[config.mk]
export PLATFORM = sky130hd
export DESIGN_NAME = fwd_pipe_bank
export DESIGN_NICKNAME = d
export VERILOG_FILES = /design/src/rtl/fwd_pipe_bank.sv
export SDC_FILE = /design/constraint.sdc
export NUM_CORES = 1
export LEC_CHECK = 0
export CAP_MARGIN = 0
export CORE_MARGIN = 5
export CORE_UTILIZATION = 40
export CTS_CLUSTER_DIAMETER = 60
export DETAILED_ROUTE_END_ITERATION = 12
export GPL_ROUTABILITY_DRIVEN = 0
export GPL_TIMING_DRIVEN = 0
export MAX_ROUTING_LAYER = met4
export PLACE_DENSITY = 0.74
export SYNTH_ARGS = -nofsm -noshare
export SYNTH_HDL_FRONTEND = slang
export SYNTH_SLANG_ARGS = --single-unit
[constraint.sdc]
create_clock -name clk -period 4.3 [get_ports clk]
set_input_delay 0.86 -clock clk [delete_from_list [all_inputs] [get_ports clk]]
set_output_delay 0.86 -clock clk [all_outputs]
set_load 0.01 [all_outputs]
[src/rtl/fwd_pipe_bank.sv]
// fwd_pipe_bank
//   Back-end pipeline register bank (MEM .. WB) holding the register-write
//   record of every in-flight instruction after EXE, with a combinational
//   multi-port forwarding / load-use hazard lookup.
//
// Ports
//   clk, rst_n         clock, asynchronous active-low reset
//   in_*               EXE-stage write record entering stage 0
//   stage_en           per-stage advance enable
//   stage_flush        per-stage flush (beats enable)
//   late_valid/data    load data for the pending entry in LATE_STAGE
//   rd_addr            NREAD lookup addresses, port i at [i*ADDR_W +: ADDR_W]
//   rd_rf_data         register-file read values, same packing with DATA_W
//   rd_data            forwarded operand per port
//   rd_hit / rd_stall  forwarded from pipeline / youngest producer not ready
//   stall_any          OR of rd_stall
//   stage_valid        per-stage valid
//   wb_wen/addr/data   register-file write port from stage DEPTH-1
module fwd_pipe_bank #(
  parameter int unsigned DATA_W     = 32,
  parameter int unsigned ADDR_W     = 5,
  parameter int unsigned DEPTH      = 2,
  parameter int unsigned NREAD      = 2,
  parameter int unsigned LATE_STAGE = 0
) (
  input  logic                      clk,
  input  logic                      rst_n,
  input  logic                      in_valid,
  input  logic                      in_wen,
  input  logic [ADDR_W-1:0]         in_addr,
  input  logic [DATA_W-1:0]         in_data,
  input  logic                      in_ready,
  input  logic [DEPTH-1:0]          stage_en,
  input  logic [DEPTH-1:0]          stage_flush,
  input  logic                      late_valid,
  input  logic [DATA_W-1:0]         late_data,
  input  logic [NREAD*ADDR_W-1:0]   rd_addr,
  input  logic [NREAD*DATA_W-1:0]   rd_rf_data,
  output logic [NREAD*DATA_W-1:0]   rd_data,
  output logic [NREAD-1:0]          rd_hit,
  output logic [NREAD-1:0]          rd_stall,
  output logic                      stall_any,
  output logic [DEPTH-1:0]          stage_valid,
  output logic                      wb_wen,
  output logic [ADDR_W-1:0]         wb_addr,
  output logic [DATA_W-1:0]         wb_data
);

  logic [DEPTH-1:0]  st_valid;
  logic [DEPTH-1:0]  st_wen;
  logic [DEPTH-1:0]  st_ready;
  logic [ADDR_W-1:0] st_addr [DEPTH];
  logic [DATA_W-1:0] st_data [DEPTH];

  // Pending entry in LATE_STAGE receives its load data this cycle.
  logic late_fire;
  assign late_fire = late_valid & st_valid[LATE_STAGE] & ~st_ready[LATE_STAGE];

  for (genvar g = 0; g < DEPTH; g++) begin : g_stage
    localparam bit IS_LATE = (g == LATE_STAGE);

    logic              v;
    logic              w;
    logic              r;
    logic [ADDR_W-1:0] ad;
    logic [DATA_W-1:0] d;

    if (g == 0) begin : g_first
      always_ff @(posedge clk or negedge rst_n) begin
        if (!rst_n) begin
          v  <= '0;
          w  <= '0;
          r  <= '0;
          ad <= '0;
          d  <= '0;
        end else if (stage_flush[g]) begin
          v <= '0;
          w <= '0;
          r <= '0;
        end else if (stage_en[g]) begin
          v  <= in_valid;
          w  <= in_wen;
          r  <= in_ready;
          ad <= in_addr;
          d  <= in_data;
        end else if (IS_LATE && late_fire) begin
          r <= 1'b1;
          d <= late_data;
        end
      end
    end else begin : g_rest
      localparam bit PREV_LATE = ((g - 1) == LATE_STAGE);
      // Load data arriving while the pending entry advances goes straight
      // into this stage instead of being captured upstream.
      logic pass_late;
      assign pass_late = PREV_LATE && late_fire;

      always_ff @(posedge clk or negedge rst_n) begin
        if (!rst_n) begin
          v  <= '0;
          w  <= '0;
          r  <= '0;
          ad <= '0;
          d  <= '0;
        end else if (stage_flush[g]) begin
          v <= '0;
          w <= '0;
          r <= '0;
        end else if (stage_en[g]) begin
          if (!stage_en[g-1]) begin
            v <= '0;
            w <= '0;
            r <= '0;
          end else begin
            v  <= st_valid[g-1];
            w  <= st_wen[g-1];
            r  <= st_ready[g-1] | pass_late;
            ad <= st_addr[g-1];
            d  <= pass_late ? late_data : st_data[g-1];
          end
        end else if (IS_LATE && late_fire) begin
          r <= 1'b1;
          d <= late_data;
        end
      end
    end

    assign st_valid[g] = v;
    assign st_wen[g]   = w;
    assign st_ready[g] = r;
    assign st_addr[g]  = ad;
    assign st_data[g]  = d;
  end

  // Lookup: walk candidates oldest to youngest so the last match written
  // is the youngest producer; an older ready match never masks a younger
  // pending one.
  for (genvar p = 0; p < NREAD; p++) begin : g_port
    logic [ADDR_W-1:0] a;
    logic [DATA_W-1:0] rf;
    logic              found;
    logic              fready;
    logic [DATA_W-1:0] fdata;

    assign a  = rd_addr[p*ADDR_W +: ADDR_W];
    assign rf = rd_rf_data[p*DATA_W +: DATA_W];

    always_comb begin
      found  = 1'b0;
      fready = 1'b0;
      fdata  = '0;
      for (int unsigned j = 0; j < DEPTH; j++) begin
        if (st_valid[DEPTH-1-j] && st_wen[DEPTH-1-j] && st_addr[DEPTH-1-j] == a) begin
          found = 1'b1;
          if (st_ready[DEPTH-1-j]) begin
            fready = 1'b1;
            fdata  = st_data[DEPTH-1-j];
          end else if ((DEPTH-1-j) == LATE_STAGE && late_valid) begin
            fready = 1'b1;
            fdata  = late_data;
          end else begin
            fready = 1'b0;
            fdata  = '0;
          end
        end
      end
      // The EXE record is a candidate only out of reset, so every output
      // but rd_data reads zero while rst_n is low.
      if (rst_n && in_valid && in_wen && in_addr == a) begin
        found  = 1'b1;
        fready = in_ready;
        fdata  = in_data;
      end
      if (a == '0) begin
        found = 1'b0;
      end
    end

    assign rd_hit[p]                    = found & fready;
    assign rd_stall[p]                  = found & ~fready;
    assign rd_data[p*DATA_W +: DATA_W]  = (found && fready) ? fdata : rf;
  end

  assign stall_any   = |rd_stall;
  assign stage_valid = st_valid;
  assign wb_wen      = st_valid[DEPTH-1] & st_wen[DEPTH-1] & st_ready[DEPTH-1];
  assign wb_addr     = st_addr[DEPTH-1];
  assign wb_data     = st_data[DEPTH-1];

endmodule

==> flow_summary.ini <==
[yosys]
synth_common_cells = nand2_1, o21ai_0, dfrtp_1
yosys-top-cells-area = dfrtp_1, mux2i_1, o21ai_0
synth_warnings = 0
synth_largest_area_cell = dfrtp_1
syn_area_mm2 = 0.006690
syn_inst = 832
ys_types = 45
synth_edf_count = 0
synth-main-ff-cell = dfrtp_1
syn-num-nets = 985
synthArstFlopShare_pct = 100.0
yosysSeqAreaShare_pct = 29.92
synth_top_cell_area_share_pct = 29.92
ys_ff_latch = 80
synth_area_per_cell_um2 = 8.041
synthMostInstantiatedCell = nand2_1

[global_route]
overflow = 0
antenna_found_initial = 3
grt_pass1_wl_um = 46430
grt_start_max_net_pins = 60
grt_usage_pct = 31.71
grt_pass1_vias = 7970

[finish]
fin_area_mm2 = 0.01021
layout.nets = 1273
syn2layout_area_growth_pct = 52.59
post-route-util_pct = 61.78
nFillCells = 1415
drive_gt1_share_pct = 11.48

[detailed_routing]
drc_errors = 0
vias = 8256
drt_iter0_markers = 1086
postRouteAntennaNets = 0
avgRoutedWirePerCell_um = 23.56
drt-pass1-iter-count = 6
drt-vias-per-instance = 6.129
drt-total-wl_um = 31740

[timing]
tns_ps = 0
clock_skew_ps = 6.177
drv_slew = 0
finalHoldViolations = 0
min_period_over_period_pct = 98.25
slew_headroom_pct = 37.15
setup_violations = 0
min_period_ps = 4225
clock.fmax_ghz = 0.2367
worstMarginPinSlew_ps = 939.2

[clock_tree]
cts_tree = built
clock-sinks = 80
cts_buffer_depth = 2
cts_max_level = 3
numCtsBuffers = 9
hold_buffers = 0
worstSkewPairLatency_ps = 340
cts_root_buf = clkbuf_16
cts.clk_slew.worst_paths_ps = 50

[critical_path]
crit_chain = clkdlybuf4s50_1 > xor2_1 > nor2_1 > and3_4 > o31a_1 > o211a_1 > buf_8 > buf_12 > mux2_2 > dlygate4sd2_1
crit_fanout = 6
slowest_stage = clkdlybuf4s50_1
rr_worst_depth = 6
critical_path_required_ps = 3440
crit_arrival_ps = 3360
max_stage_delay_ps = 470
crit_path_end_kind = output pin
crit_type = in -> out
startpoint_type = input port

[floorplanning]
die_area_mm2 = 0.01941
core_area_mm2 = 0.01652
placementRows = 47
fp.dieH_um = 139.3
io_pins = 262
die_w_um = 139.3
initial_core_util_pct = 40.49

[power_and_ir_drop]
peakVddDrop_mv = 0.2126
leakage_uw = 0.004446
p_per_area_mw_per_mm2 = 267.2

[job]
drv.max_cap_violation_count = 0

[outcome]
status = finished clean

[worst_hold_path]
hp-class = in -> async

[placement]
port_buffers = 260
hpwl_um = 22990
dpl_cell_area_mm2 = 0.009593
registers in the layout, indices dropped and copies added (netlist names):
signal      count
g_stage.d      32
g_stage.r       2
g_stage.ad      5
g_stage.w       2
g_stage.v       2
wb_data        32
wb_addr         5
placed cells by master, fill, tap and decap left out, drive strengths merged, types with 2 or more instances in the layout:
cell type      instances
clkdlybuf4s50        183
nand2                141
o21ai                126
dfrtp                 80
clkbuf                77
mux2i                 64
a22oi                 62
nor2                  61
dlygate4sd2           56
mux2                  44
inv                   34
buf                   31
a221o                 30
a31oi                 19
xor2                  17
a221oi                16
dlymetal6s2s          13
xnor2                 13
a21oi                  8
nand3                  6
nor3                   5
and2                   4
clkdlybuf4s15          4
diode                  3
or2                    3
and3                   2
nand4                  2
nand3b                 2
nand2b                 2
clkinv                 2
or4                    2
power breakdown:
part | internal (uW) | leakage (uW) | switching [uW]
logic | 492 | 0.00334 | 428
clock network | 418 | 0.000134 | 318
registers | 894 | 0.000975 | 177
total | 1800 | 0.00445 | 924
cells by family after synthesis:
logic type | share of synthesized area, %
buf+inv | 7.219
simple gates | 14.27
compound gates | 26.84
flops | 29.92
mux | 17.82
xor+xnor | 3.927
per-stage QoR:
| step | hold WS [ps] | total power, uW | setup slack [ps] | std cells |
|---|---|---|---|---|
| floorplan | 481.9 | 1429 | 747.3 | 832 |
| global placement | 510.1 | 1962 | -3762 | 1312 |
| detailed placement | 528.4 | 1983 | -756.7 | 1313 |
| CTS | 428.3 | 2699 | -143.5 | 1341 |
| global route | 440.9 | 2841 | -25.27 | 1347 |
| finish | 424.8 | 2728 | 75.04 | 1347 |
repair_timing:
item	CTS	global route
resized for setup	110	33
hold endpoints to repair	0	0
pin swaps	7	10
setup buffers	13	2
cloned	1	2
endpoints found under the setup margin	68	52
metal layers:
metal	vias to the layer above	GRT usage [%]	share of wire [%]
met2	696	47.35	45
li1	3589	-	-
met1	3857	40.25	39
met4	0	15.19	4.9
met5	-	-	0
met3	114	7.959	12
path summary, 6_finish.rpt:
check	startpoint	endpoint	slack, ps
min in group clk	wb_data[12]$_DFFE_PN0P_	wb_data[12]$_DFFE_PN0P_	550
setup / recovery	in_addr[3]	rd_data[19]	80
hold reg to reg	wb_data[12]$_DFFE_PN0P_	wb_data[12]$_DFFE_PN0P_	550
setup reg to reg	g_stage[0].r$_DFFE_PN0P_	wb_data[26]$_DFFE_PN0P_	1480
hold / removal	rst_n	g_stage[0].ad[1]$_DFFE_PN0P_	420
max in group asynchronous	rst_n	g_stage[0].d[17]$_DFFE_PN0N_	3270
worst max-delay path, delay by kind of cell:
| kind | cells | cell delay (ps) |
|---|---|---|
| buffers and inverters | 4 | 1090 |
| AND/OR/NAND/NOR | 2 | 470 |
| AO/OA/AOI/OAI | 2 | 410 |
| multiplexers | 1 | 330 |
| XOR/XNOR | 1 | 200 |
cell type report:
| class | count | area, um^2 | share of cell area [%] |
|---|---|---|---|
| timing repair buffer | 279 | 2770 | 27.14 |
| tap | 220 | 275.3 | 2.696 |
| buffer | 74 | 439.2 | 4.302 |
| inverter | 34 | 127.6 | 1.250 |
| multi-input combinational | 642 | 4313 | 42.25 |
| sequential | 80 | 2002 | 19.61 |
| antenna | 3 | 7.507 | 0.07354 |
| clock buffer | 12 | 256.5 | 2.513 |
| clock inverter | 3 | 17.52 | 0.1716 |
Power figures use the tool's default switching activity.
